==> src/rtl/seg_scan_driver.sv <==
// Time-multiplexed seven-segment scan driver: shadowed nibbles, one digit per DIV-cycle slot with a blank guard cycle.
// Optional leading-zero blanking is compiled in with `define SEG_SCAN_LZ_BLANK_EN.
module seg_scan_driver #(
  parameter int DIGITS   = 4,
  parameter int DIV      = 1000,
  parameter int HEX_MODE = 0
) (
  input  logic                  clk,
  input  logic                  rst,
  input  logic                  load,
  input  logic [4*DIGITS-1:0]   data,
  input  logic [DIGITS-1:0]     dp_in,
  output logic [7:0]            seg,
  output logic [DIGITS-1:0]     dig_sel,
  output logic                  frame_done
);

  localparam int PW = $clog2(DIV);
  localparam int IW = (DIGITS > 1) ? $clog2(DIGITS) : 1;
  localparam logic [PW-1:0] P_LAST = PW'(DIV - 1);
  localparam logic [IW-1:0] I_LAST = IW'(DIGITS - 1);

  logic [4*DIGITS-1:0] data_reg;
  logic [DIGITS-1:0]   dp_reg;
  logic [PW-1:0]       p_reg, p_next;
  logic [IW-1:0]       i_reg, i_next;
  logic [7:0]          seg_reg, seg_next;
  logic [DIGITS-1:0]   dig_sel_reg, dig_sel_next;
  logic                frame_done_reg, frame_done_next;

  logic                guard;
  logic [3:0]          nib [DIGITS];
  logic [DIGITS-1:0]   sel_onehot;
  logic [DIGITS-1:0]   blank_mask;
  logic [3:0]          cur_nib;
  logic                cur_dp;
  logic                cur_blank;

  function automatic logic [6:0] enc(input logic [3:0] v);
    case (v)
      4'h0: enc = 7'h3F;
      4'h1: enc = 7'h06;
      4'h2: enc = 7'h5B;
      4'h3: enc = 7'h4F;
      4'h4: enc = 7'h66;
      4'h5: enc = 7'h6D;
      4'h6: enc = 7'h7D;
      4'h7: enc = 7'h07;
      4'h8: enc = 7'h7F;
      4'h9: enc = 7'h6F;
      4'hA: enc = (HEX_MODE != 0) ? 7'h77 : 7'h00;
      4'hB: enc = (HEX_MODE != 0) ? 7'h7C : 7'h00;
      4'hC: enc = (HEX_MODE != 0) ? 7'h39 : 7'h00;
      4'hD: enc = (HEX_MODE != 0) ? 7'h5E : 7'h00;
      4'hE: enc = (HEX_MODE != 0) ? 7'h79 : 7'h00;
      default: enc = (HEX_MODE != 0) ? 7'h71 : 7'h00;
    endcase
  endfunction

  genvar gi;
  generate
    for (gi = 0; gi < DIGITS; gi++) begin : g_digit
      assign nib[gi]        = data_reg[4*gi +: 4];
      assign sel_onehot[gi] = (i_reg == IW'(gi));
`ifdef SEG_SCAN_LZ_BLANK_EN
      // A digit is a leading zero when it and every digit above it are zero; digit 0 always shows.
      if (gi == 0) begin : g_lsd
        assign blank_mask[gi] = 1'b0;
      end else begin : g_upper
        assign blank_mask[gi] = (data_reg[4*DIGITS-1:4*gi] == '0);
      end
`else
      assign blank_mask[gi] = 1'b0;
`endif
    end
  endgenerate

  assign cur_nib   = nib[i_reg];
  assign cur_dp    = dp_reg[i_reg];
  assign cur_blank = blank_mask[i_reg];
  assign guard     = (p_reg == P_LAST);

  // State register: shadow, scan counters and the registered pin outputs.
  always_ff @(posedge clk) begin
    if (rst) begin
      data_reg       <= '0;
      dp_reg         <= '0;
      p_reg          <= '0;
      i_reg          <= '0;
      seg_reg        <= 8'h00;
      dig_sel_reg    <= '1;
      frame_done_reg <= 1'b0;
    end else begin
      if (load) begin
        data_reg <= data;
        dp_reg   <= dp_in;
      end
      p_reg          <= p_next;
      i_reg          <= i_next;
      seg_reg        <= seg_next;
      dig_sel_reg    <= dig_sel_next;
      frame_done_reg <= frame_done_next;
    end
  end

  // Next-state: the prescaler wraps at DIV-1 and advances the digit index.
  always_comb begin
    p_next          = p_reg + 1'b1;
    i_next          = i_reg;
    frame_done_next = 1'b0;
    if (guard) begin
      p_next          = '0;
      i_next          = (i_reg == I_LAST) ? '0 : i_reg + 1'b1;
      frame_done_next = (i_reg == I_LAST);
    end
  end

  // Output decode: the last cycle of every slot is blanked so the old digit cannot ghost into the next.
  always_comb begin
    seg_next     = 8'h00;
    dig_sel_next = '1;
    if (!guard) begin
      dig_sel_next = ~sel_onehot;
      seg_next     = {cur_dp, cur_blank ? 7'h00 : enc(cur_nib)};
    end
  end

  assign seg        = seg_reg;
  assign dig_sel    = dig_sel_reg;
  assign frame_done = frame_done_reg;

endmodule

==> config.mk <==
export PLATFORM = sky130hd
export DESIGN_NAME = seg_scan_driver
export DESIGN_NICKNAME = d
export VERILOG_FILES = /design/src/rtl/seg_scan_driver.sv
export SDC_FILE = /design/constraint.sdc
export NUM_CORES = 1
export LEC_CHECK = 0
export ABC_CLOCK_PERIOD_IN_PS = 2700
export CAP_MARGIN = 20
export CORE_MARGIN = 2
export CORE_UTILIZATION = 54
export CTS_BUF_LIST = sky130_fd_sc_hd__clkbuf_8 sky130_fd_sc_hd__clkbuf_16
export CTS_CLUSTER_SIZE = 20
export DETAILED_ROUTE_END_ITERATION = 10
export PLACE_DENSITY = 0.82
export SYNTH_ARGS = -nofsm -noshare
export SYNTH_HDL_FRONTEND = slang
export SYNTH_SLANG_ARGS = --single-unit
==> constraint.sdc <==
create_clock -name clk -period 2.7 [get_ports clk]
set_input_delay 0.54 -clock clk [delete_from_list [all_inputs] [get_ports clk]]
set_output_delay 0.54 -clock clk [all_outputs]
set_load 0.05 [all_outputs]
==> impl_metrics.tcl, run 1 <==
set metrics [dict create \
    drive_gt1_share_pct 6.79 \
    post_cts.repair.setup_buffers 0 \
    fp.dieArea_um2 4040 \
    ys_ff_latch 45 \
    numPortBuffers 35 \
    cts_tree "done" \
    remaining_drc_errors 0 \
    htreeDepth 2 \
    finalInstanceArea_um2 2410 \
    ir_worst_vdd_mv 0.431 \
    finalClockSkew_ps 4.98 \
    synth_xor_area_share_pct 2.75 \
    synth_top_family_by_area "multiplexers" \
    synth_compound_area_share_pct 4.84 \
    vias 1401 \
    timing.rr.start "i_reg[0]" \
    drt_iter0_markers 59 \
    final_cell_mix "dfxtp_1, clkdlybuf4s50_1, nor2_1, mux2i_1, ha_1" \
    io_pins 36 \
    fin_tns_setup_ps 0 \
    cts-resized-gates 0 \
    holdWs_ps 452 \
    yosys_warnings 0 \
    dp_hpwl_um 2650 \
    synthMuxAreaShare_pct 19.5 \
    required_ps 2880 \
    hp-start "p_reg[0]" \
    worstMarginPinSlew_ps 855 \
    synth_fp_nets 217 \
    grt_pass1_vias 1396 \
    cp_slowest_cell "mux4_1" \
    fp-row-count 21 \
    worstPathArrival_ps 2260 \
    synthAdderAreaFrac_pct 7.19 \
    cts.clk_slew.worst_paths_ps 80 \
    cp-startpoint "i_reg[0]" \
    grt_max_degree 22 \
    grt_pass1_wl_um 6100 \
    area_delta_synth_final_pct 26.0 \
    dpl-instance-area_um2 2300 \
    die_width_um 63.5 \
    cap_violations 0 \
    antennaDiodeCount 0 \
    status "finished clean" \
    final_common_cell "dfxtp_1" \
    dieHeight_um 63.5 \
    total_power_mw 1.41 \
    path_buf_inv 1 \
    period_share_pct 77.2 \
    avgViaCountPerCell 5.25 \
    drv_slew 0 \
    antenna_found_initial 0 \
    clk_latency_ps 290 \
    ys_seq_area_share_pct 47.1 \
    grt_overflow 0 \
    coreArea_um2 3360 \
    cts.sinks 45 \
    yosys.area_share.simple_pct 14.5 \
    hold_path.class "reg -> reg" \
    dr.pass1.iters 4 \
    largest_reg_flops 16 \
    cp_max_fo 9 \
    start_kind "flip-flop" \
    start_util_pct 56.9 \
    cts_buffer_depth 2 \
    finalWeightedCongestion 0.812 \
    finalHoldViolCount 0 \
    fmax_mhz 480 \
    hold_buffers 0 \
    wire_per_inst_um 13.2 \
    critPathMaxStageDelay_ps 670 \
    synth_area_um2 1910 \
    slew_headroom_pct 42.5 \
    rsz0062_at_grt "no" \
    cts_buffers 5 \
    synth_cell_types 31 \
    postSynthAreaPerCell_um2 10.5 \
    crit_type "reg -> reg" \
    p_per_area_nw_per_um2 585 \
    path_delay_family "multiplexers" \
    setup_viol 0 \
    antenna_left 0 \
    finalWirelength_um 3530 \
    end_kind "flip-flop" \
    nNetsFinal 254 \
    path_cells "mux4_1 -> inv_1 -> ha_1 -> mux2i_1 -> o21ai_0" \
    period_minus_slack_ps 2080 \
    utilization_pct 71.7 \
    postSynthCellCount 183 \
    leakage_nw 0.984 \
    root_buffer "clkbuf_8" \
    track_usage_pct 19.1 \
]
metal layers:
metal	track usage [%]	vias up	wire [um]
met3	5.18	4	119
met4	5.98	0	31
met5	0	-	0
li1	-	695	-
met2	32.0	27	1730
met1	24.0	675	1660
synth_stat cells, drive strengths merged:
master   n  area (um^2)
a21oi    5         28.8
and2     4         25.0
and3     1         6.26
buf      7         45.0
clkbuf   1         3.75
dfxtp   45          901
ha      11          138
inv      8         30.0
mux2i   25          250
mux4     5          124
nand2   10         37.5
nand2b   2         20.0
nand3    4         20.0
nand4    1         6.26
nand4b   2         17.5
nor2    30          115
nor3     1         5.00
nor4     2         12.5
o21ai    8         40.0
o21bai   1         7.51
o31a     1         8.76
o31ai    1         7.51
or3      2         12.5
xnor2    5         43.8
xor2     1         8.76
through the flow:
step	cells	setup WS, ps
detailed placement	259	635
global placement	259	732
finish	267	615
floorplan	183	921
global route	267	459
CTS	267	582
kinds of logic after synthesis:
kind of cell | count (synthesis)
flip-flops | 45
buffers and inverters | 16
XOR/XNOR | 6
multiplexers | 30
AO/OA/AOI/OAI | 16
adder cells (fa/ha/maj) | 11
AND/OR/NAND/NOR | 59
worst reg2reg max path, delay by kind of cell, from the launching register on:
family	cells	cell delay, ps
buffers and inverters	1	170
muxes	2	850
DFF	1	580
AOI/OAI and AO/OA	1	90
adders and majority gates	1	290
area by class of cell:
type,instances,area (um^2)
multi-input combinational,122,935
clock inverter,2,33.8
sequential,45,901
clock buffer,6,82.6
fill,255,951
inverter,8,30.0
timing repair buffer,38,373
tap,46,57.6
power by group:
group          internal (mW)  switching [mW]
logic                 0.0915           0.105
registers              0.697          0.0145
clock network          0.298           0.205
path summary, 6_finish.rpt:
kind,endpoint,cells after the start,slack [ps]
max,seg[3],5,620
min,p_reg[0],1,450
max reg2reg,seg[3],5,620
min reg2reg,p_reg[0],1,450
(Power assumes the default switching activity.)
==> inputs of run 2 (changes only) <==
==> config.mk (replaced) <==
export PLATFORM = sky130hd
export DESIGN_NAME = seg_scan_driver
export DESIGN_NICKNAME = d
export VERILOG_FILES = /design/src/rtl/seg_scan_driver.sv
export SDC_FILE = /design/constraint.sdc
export NUM_CORES = 1
export LEC_CHECK = 0
export ABC_CLOCK_PERIOD_IN_PS = 2100
export CAP_MARGIN = 20
export CORE_MARGIN = 2
export CORE_UTILIZATION = 51
export CTS_BUF_LIST = sky130_fd_sc_hd__clkbuf_8 sky130_fd_sc_hd__clkbuf_16
export CTS_CLUSTER_SIZE = 20
export DETAILED_ROUTE_END_ITERATION = 10
export PLACE_DENSITY = 0.78
export SYNTH_ARGS = -nofsm -noshare
export SYNTH_HDL_FRONTEND = slang
export SYNTH_SLANG_ARGS = --single-unit
==> constraint.sdc (replaced) <==
create_clock -name clk -period 2.1 [get_ports clk]
set_input_delay 0.42 -clock clk [delete_from_list [all_inputs] [get_ports clk]]
set_output_delay 0.42 -clock clk [all_outputs]
set_load 0.05 [all_outputs]
==> run 2 against run 1 <==
Net effect: clock skew about the same; highest routed layer unchanged; routed wire length grew 2.2%; setup slack worse by 420 ps; largest power group unchanged; clock-buffer cell count is the same; cell count grew 1.1%; worst hold slack improved by 20 ps.
==> impl_metrics.tcl, run 2 (same netlist as run 1, synthesis figures left out) <==
set metrics [dict create \
    dr_wl_met2_um 1850 \
    timing.rr.start "i_reg[0]" \
    fp-row-count 22 \
    remaining_drc_errors 0 \
    grt_max_degree 21 \
    finalClockSkew_ps 5.12 \
    nNetsFinal 255 \
    grt_pass1_wl_um 6080 \
    leakage_nw 0.990 \
    hold_buffers 0 \
    avgViaCountPerCell 5.09 \
    drv_slew 0 \
    antenna_left 0 \
    fin_tns_setup_ps 0 \
    finalInstanceArea_um2 2420 \
    ir_worst_vdd_mv 0.511 \
    antennaDiodeCount 0 \
    comb_power_share_pct 13.8 \
    hp-start "p_reg[0]" \
    cts.clk_slew.worst_paths_ps 80 \
    worstPathArrival_ps 2070 \
    setup_viol 0 \
    p_per_area_nw_per_um2 752 \
    slew_headroom_pct 47.5 \
    rrSetupSlack_ps 200 \
    wire_per_inst_um 13.4 \
    p_sw_share_pct 23.4 \
    dr.pass1.iters 4 \
    htreeDepth 2 \
    dieHeight_um 65.3 \
    die_width_um 65.3 \
    min_path_cells 1 \
    seq_power_share_pct 50.2 \
    crit_type "reg -> reg" \
    cts_buffers 5 \
    cts.sinks 45 \
    cp_max_fo 5 \
    grt_pass1_vias 1394 \
    vias 1374 \
    drt-met1-wl_um 1540 \
    rsz0062_at_grt "no" \
    antenna_found_initial 0 \
    fp.dieArea_um2 4260 \
    dpl-instance-area_um2 2310 \
    hold_path_end "p_reg[0]" \
    final_common_cell "dfxtp_1" \
    drive_gt1_share_pct 7.66 \
    area_delta_synth_final_pct 26.6 \
    finalWirelength_um 3610 \
    hold_path.class "reg -> reg" \
    coreArea_um2 3630 \
    end_kind "flip-flop" \
    holdWs_ps 471 \
    dp_hpwl_um 2790 \
    switchingPower_mw 0.427 \
    start_util_pct 52.7 \
    wl_met3_um 160 \
    rr_endpoint "seg[3]" \
    finalWeightedCongestion 0.820 \
    finalHoldViolCount 0 \
    r2r_cells 5 \
    p_int_mw 1.40 \
    worstMarginPinSlew_ps 781 \
    status "finished clean" \
    required_ps 2270 \
    clk_latency_ps 290 \
    utilization_pct 66.7 \
    root_buffer "clkbuf_8" \
    numPortBuffers 35 \
    period_minus_slack_ps 1900 \
    largest_reg_flops 16 \
    routed.top_layer "met4" \
    p_clk_share_pct 36.0 \
    grt_overflow 0 \
    period_share_pct 90.6 \
    final_cell_mix "dfxtp_1, clkdlybuf4s50_1, nor2_1, mux2i_1, ha_1" \
    io_pins 36 \
    drt_iter0_markers 101 \
    cts_buffer_depth 2 \
    track_usage_pct 18.7 \
    cap_violations 0 \
    cts_tree "done" \
    start_kind "flip-flop" \
    fmax_mhz 526 \
]
[run 2: worst max path at each step]
stage,startpoint,endpoint,slack (ps)
after floorplan,i_reg[0],seg[3],320
after global placement,i_reg[0],seg[3],220
after detailed placement,i_reg[0],seg[3],110
after CTS,i_reg[0],seg[3],100
after global routing,p_reg[0],seg[2],60
final,i_reg[0],seg[3],200
[run 2: repair_timing]
item	in CTS	in global routing
buffers inserted	0	0
gates resized for setup	0	1
endpoints found under the setup margin	0	1
[run 2: per-layer routing]
metal / global-route usage, % / up-vias
met1: 19.6 / 633
li1: - / 700
met3: 4.45 / 9
met4: 6.77 / 0
met2: 35.7 / 32
met5: 0 / -
[run 2: stage by stage]
stage / worst slack [ps] / cells / power, mW
3_5_place_dp: 108 / 262 / 1.19
2_1_floorplan: 321 / 183 / 1.09
6_report: 198 / 270 / 1.82
3_3_place_gp: 218 / 262 / 1.18
4_1_cts: 95.8 / 270 / 1.83
5_1_grt: 58.9 / 270 / 1.89
[run 2: area by class of cell]
| cell class | instances | area (um^2) |
|---|---|---|
| clock buffer | 6 | 82.6 |
| clock inverter | 2 | 33.8 |
| fill | 297 | 1210 |
| inverter | 8 | 30.0 |
| multi-input combinational | 122 | 935 |
| sequential | 45 | 902 |
| tap | 48 | 60.1 |
| timing repair buffer | 39 | 380 |
[run 2: worst max-delay path, stage by stage (launching register included)]
cell,delay [ps]
dfxtp_2,400
mux4_1,630
inv_1,180
ha_1,270
mux2i_1,180
o21ai_0,120
[run 2: power by group through the flow]
stage | logic, mW | clock network (mW) | registers [mW]
after floorplan | 0.106 | 0 | 0.983
after global placement | 0.242 | 0 | 0.933
after detailed placement | 0.252 | 0 | 0.935
after CTS | 0.253 | 0.661 | 0.915
after global routing | 0.271 | 0.700 | 0.919
final | 0.252 | 0.657 | 0.914
==> inputs of run 3 (changes only) <==
--- a/config.mk
+++ b/config.mk
@@ -8,11 +8,11 @@
 export ABC_CLOCK_PERIOD_IN_PS = 2100
 export CAP_MARGIN = 20
 export CORE_MARGIN = 2
-export CORE_UTILIZATION = 51
-export CTS_BUF_LIST = sky130_fd_sc_hd__clkbuf_8 sky130_fd_sc_hd__clkbuf_16
+export CORE_UTILIZATION = 53
+export CTS_BUF_LIST = sky130_fd_sc_hd__clkbuf_8
 export CTS_CLUSTER_SIZE = 20
 export DETAILED_ROUTE_END_ITERATION = 10
-export PLACE_DENSITY = 0.78
+export PLACE_DENSITY = 0.81
 export SYNTH_ARGS = -nofsm -noshare
 export SYNTH_HDL_FRONTEND = slang
 export SYNTH_SLANG_ARGS = --single-unit
==> run 3 against run 2 <==
Net effect: worst hold slack lost 5.2 ps; maximum frequency rose by 2.1%; clock-buffer cell count is 1 higher; global-route usage is 1.2 points higher; clock skew down 2.0 ps; via count up 1.8%; die area decreased by 3.5%; cell count decreased by 0.74%; sequential share of layout area is 0.24 points higher; critical endpoint unchanged.
==> impl_metrics.tcl, run 3 (same netlist as run 1, synthesis figures left out) <==
set metrics [dict create \
    area_delta_synth_final_pct 25.6 \
    cts_buffers 5 \
    antenna_found_initial 0 \
    hp-start "p_reg[0]" \
    cts.sinks 45 \
    p_per_area_nw_per_um2 724 \
    grt_pass1_vias 1381 \
    utilization_pct 70.4 \
    fmax_mhz 537 \
    timing.rr.start "i_reg[0]" \
    io_pins 36 \
    grt_overflow 0 \
    dp_hpwl_um 2740 \
    fp.dieArea_um2 4110 \
    period_share_pct 88.8 \
    leakage_nw 0.981 \
    fp-row-count 21 \
    final_common_cell "dfxtp_1" \
    required_ps 2280 \
    worstMarginPinSlew_ps 510 \
    fill_cells 268 \
    cts-resized-gates 0 \
    coreArea_um2 3420 \
    status "finished clean" \
    die_width_um 64.1 \
    grt_max_degree 21 \
    nNetsFinal 255 \
    dp_slack_ps 253 \
    cts_buffer_depth 2 \
    cts_tree "done" \
    hold_buffers 0 \
    setup_viol 0 \
    rsz0062_at_grt "no" \
    cap_violations 0 \
    total_power_mw 1.74 \
    post_cts.repair.setup_buffers 0 \
    track_usage_pct 19.8 \
    clk_latency_ps 300 \
    regArea_um2 901 \
    vias 1399 \
    cts.clk_slew.worst_paths_ps 80 \
    period_minus_slack_ps 1860 \
    drive_gt1_share_pct 7.66 \
    crit_type "reg -> reg" \
    finalWeightedCongestion 0.864 \
    root_buffer "clkbuf_8" \
    wire_per_inst_um 13.4 \
    start_util_pct 56.0 \
    fin_tns_setup_ps 0 \
    drv_slew 0 \
    dr.pass1.iters 4 \
    start_kind "flip-flop" \
    holdWs_ps 466 \
    remaining_drc_errors 0 \
    fin_ws_ps 236 \
    dieHeight_um 64.1 \
    finalClockSkew_ps 3.14 \
    end_kind "flip-flop" \
    cp_max_fo 5 \
    hold_path.class "reg -> reg" \
    htreeDepth 2 \
    largest_reg_flops 16 \
    finalWirelength_um 3590 \
    antenna_left 0 \
    grt_pass1_wl_um 6250 \
    final_cell_mix "dfxtp_1, clkdlybuf4s50_1, nor2_1, mux2i_1, ha_1" \
    avgViaCountPerCell 5.22 \
    slew_headroom_pct 65.7 \
    finalHoldViolCount 0 \
    cp-startpoint "i_reg[0]" \
    multi_input_area_um2 935 \
    ir_worst_vdd_mv 0.598 \
    drt_iter0_markers 57 \
    antennaDiodeCount 0 \
    numPortBuffers 35 \
    worstPathArrival_ps 2050 \
]
[run 3: cell types whose count changed in the layout (fill, tap and decap cells not counted)]
| cell | delta |
|---|---|
| dfxtp_1 | +1 |
| dfxtp_2 | -1 |
| clkbuf_8 | +1 |
| inv_1 | -1 |
| bufinv_16 | -1 |
| clkinv_2 | +1 |
[run 3: per-stage QoR]
stage,cells,area (um^2)
floorplan,183,1910
global placement,260,2300
detailed placement,260,2300
CTS,268,2400
global route,268,2400
finish,268,2400
[run 3: layout make-up]
class                           count  area share (%)
Tap cell                           46            2.39
Sequential cell                    45            37.5
Timing Repair Buffer               39            15.8
Inverter                            8            1.25
Clock buffer                        7            4.01
Multi-Input combinational cell    122            38.9
Clock inverter                      1           0.208
[run 3: report_power, final]
part           total, mW  switching [mW]  internal, mW
clock              0.575           0.278         0.297
sequential         0.915          0.0196         0.896
combinational      0.251           0.133         0.118
[run 3: worst paths after layout]
kind / endpoint / slack (ps) / cells past startpoint
setup reg to reg: seg[3] / 240 / 5
hold / removal: p_reg[0] / 470 / 1
setup / recovery: seg[3] / 240 / 5
hold reg to reg: p_reg[0] / 470 / 1
[run 3: critical path, cell delays in order (launching register included)]
cell     delay (ps)
dfxtp_1         420
mux4_1          630
inv_1           180
ha_1            280
mux2i_1         150
o21ai_0          90
[run 3: routing by layer]
metal,global-route usage [%],up-vias,wire length (um)
li1,-,695,-
met1,23.4,669,1600
met2,34.5,29,1790
met3,5.28,6,136
met4,7.45,0,57
met5,0,-,0
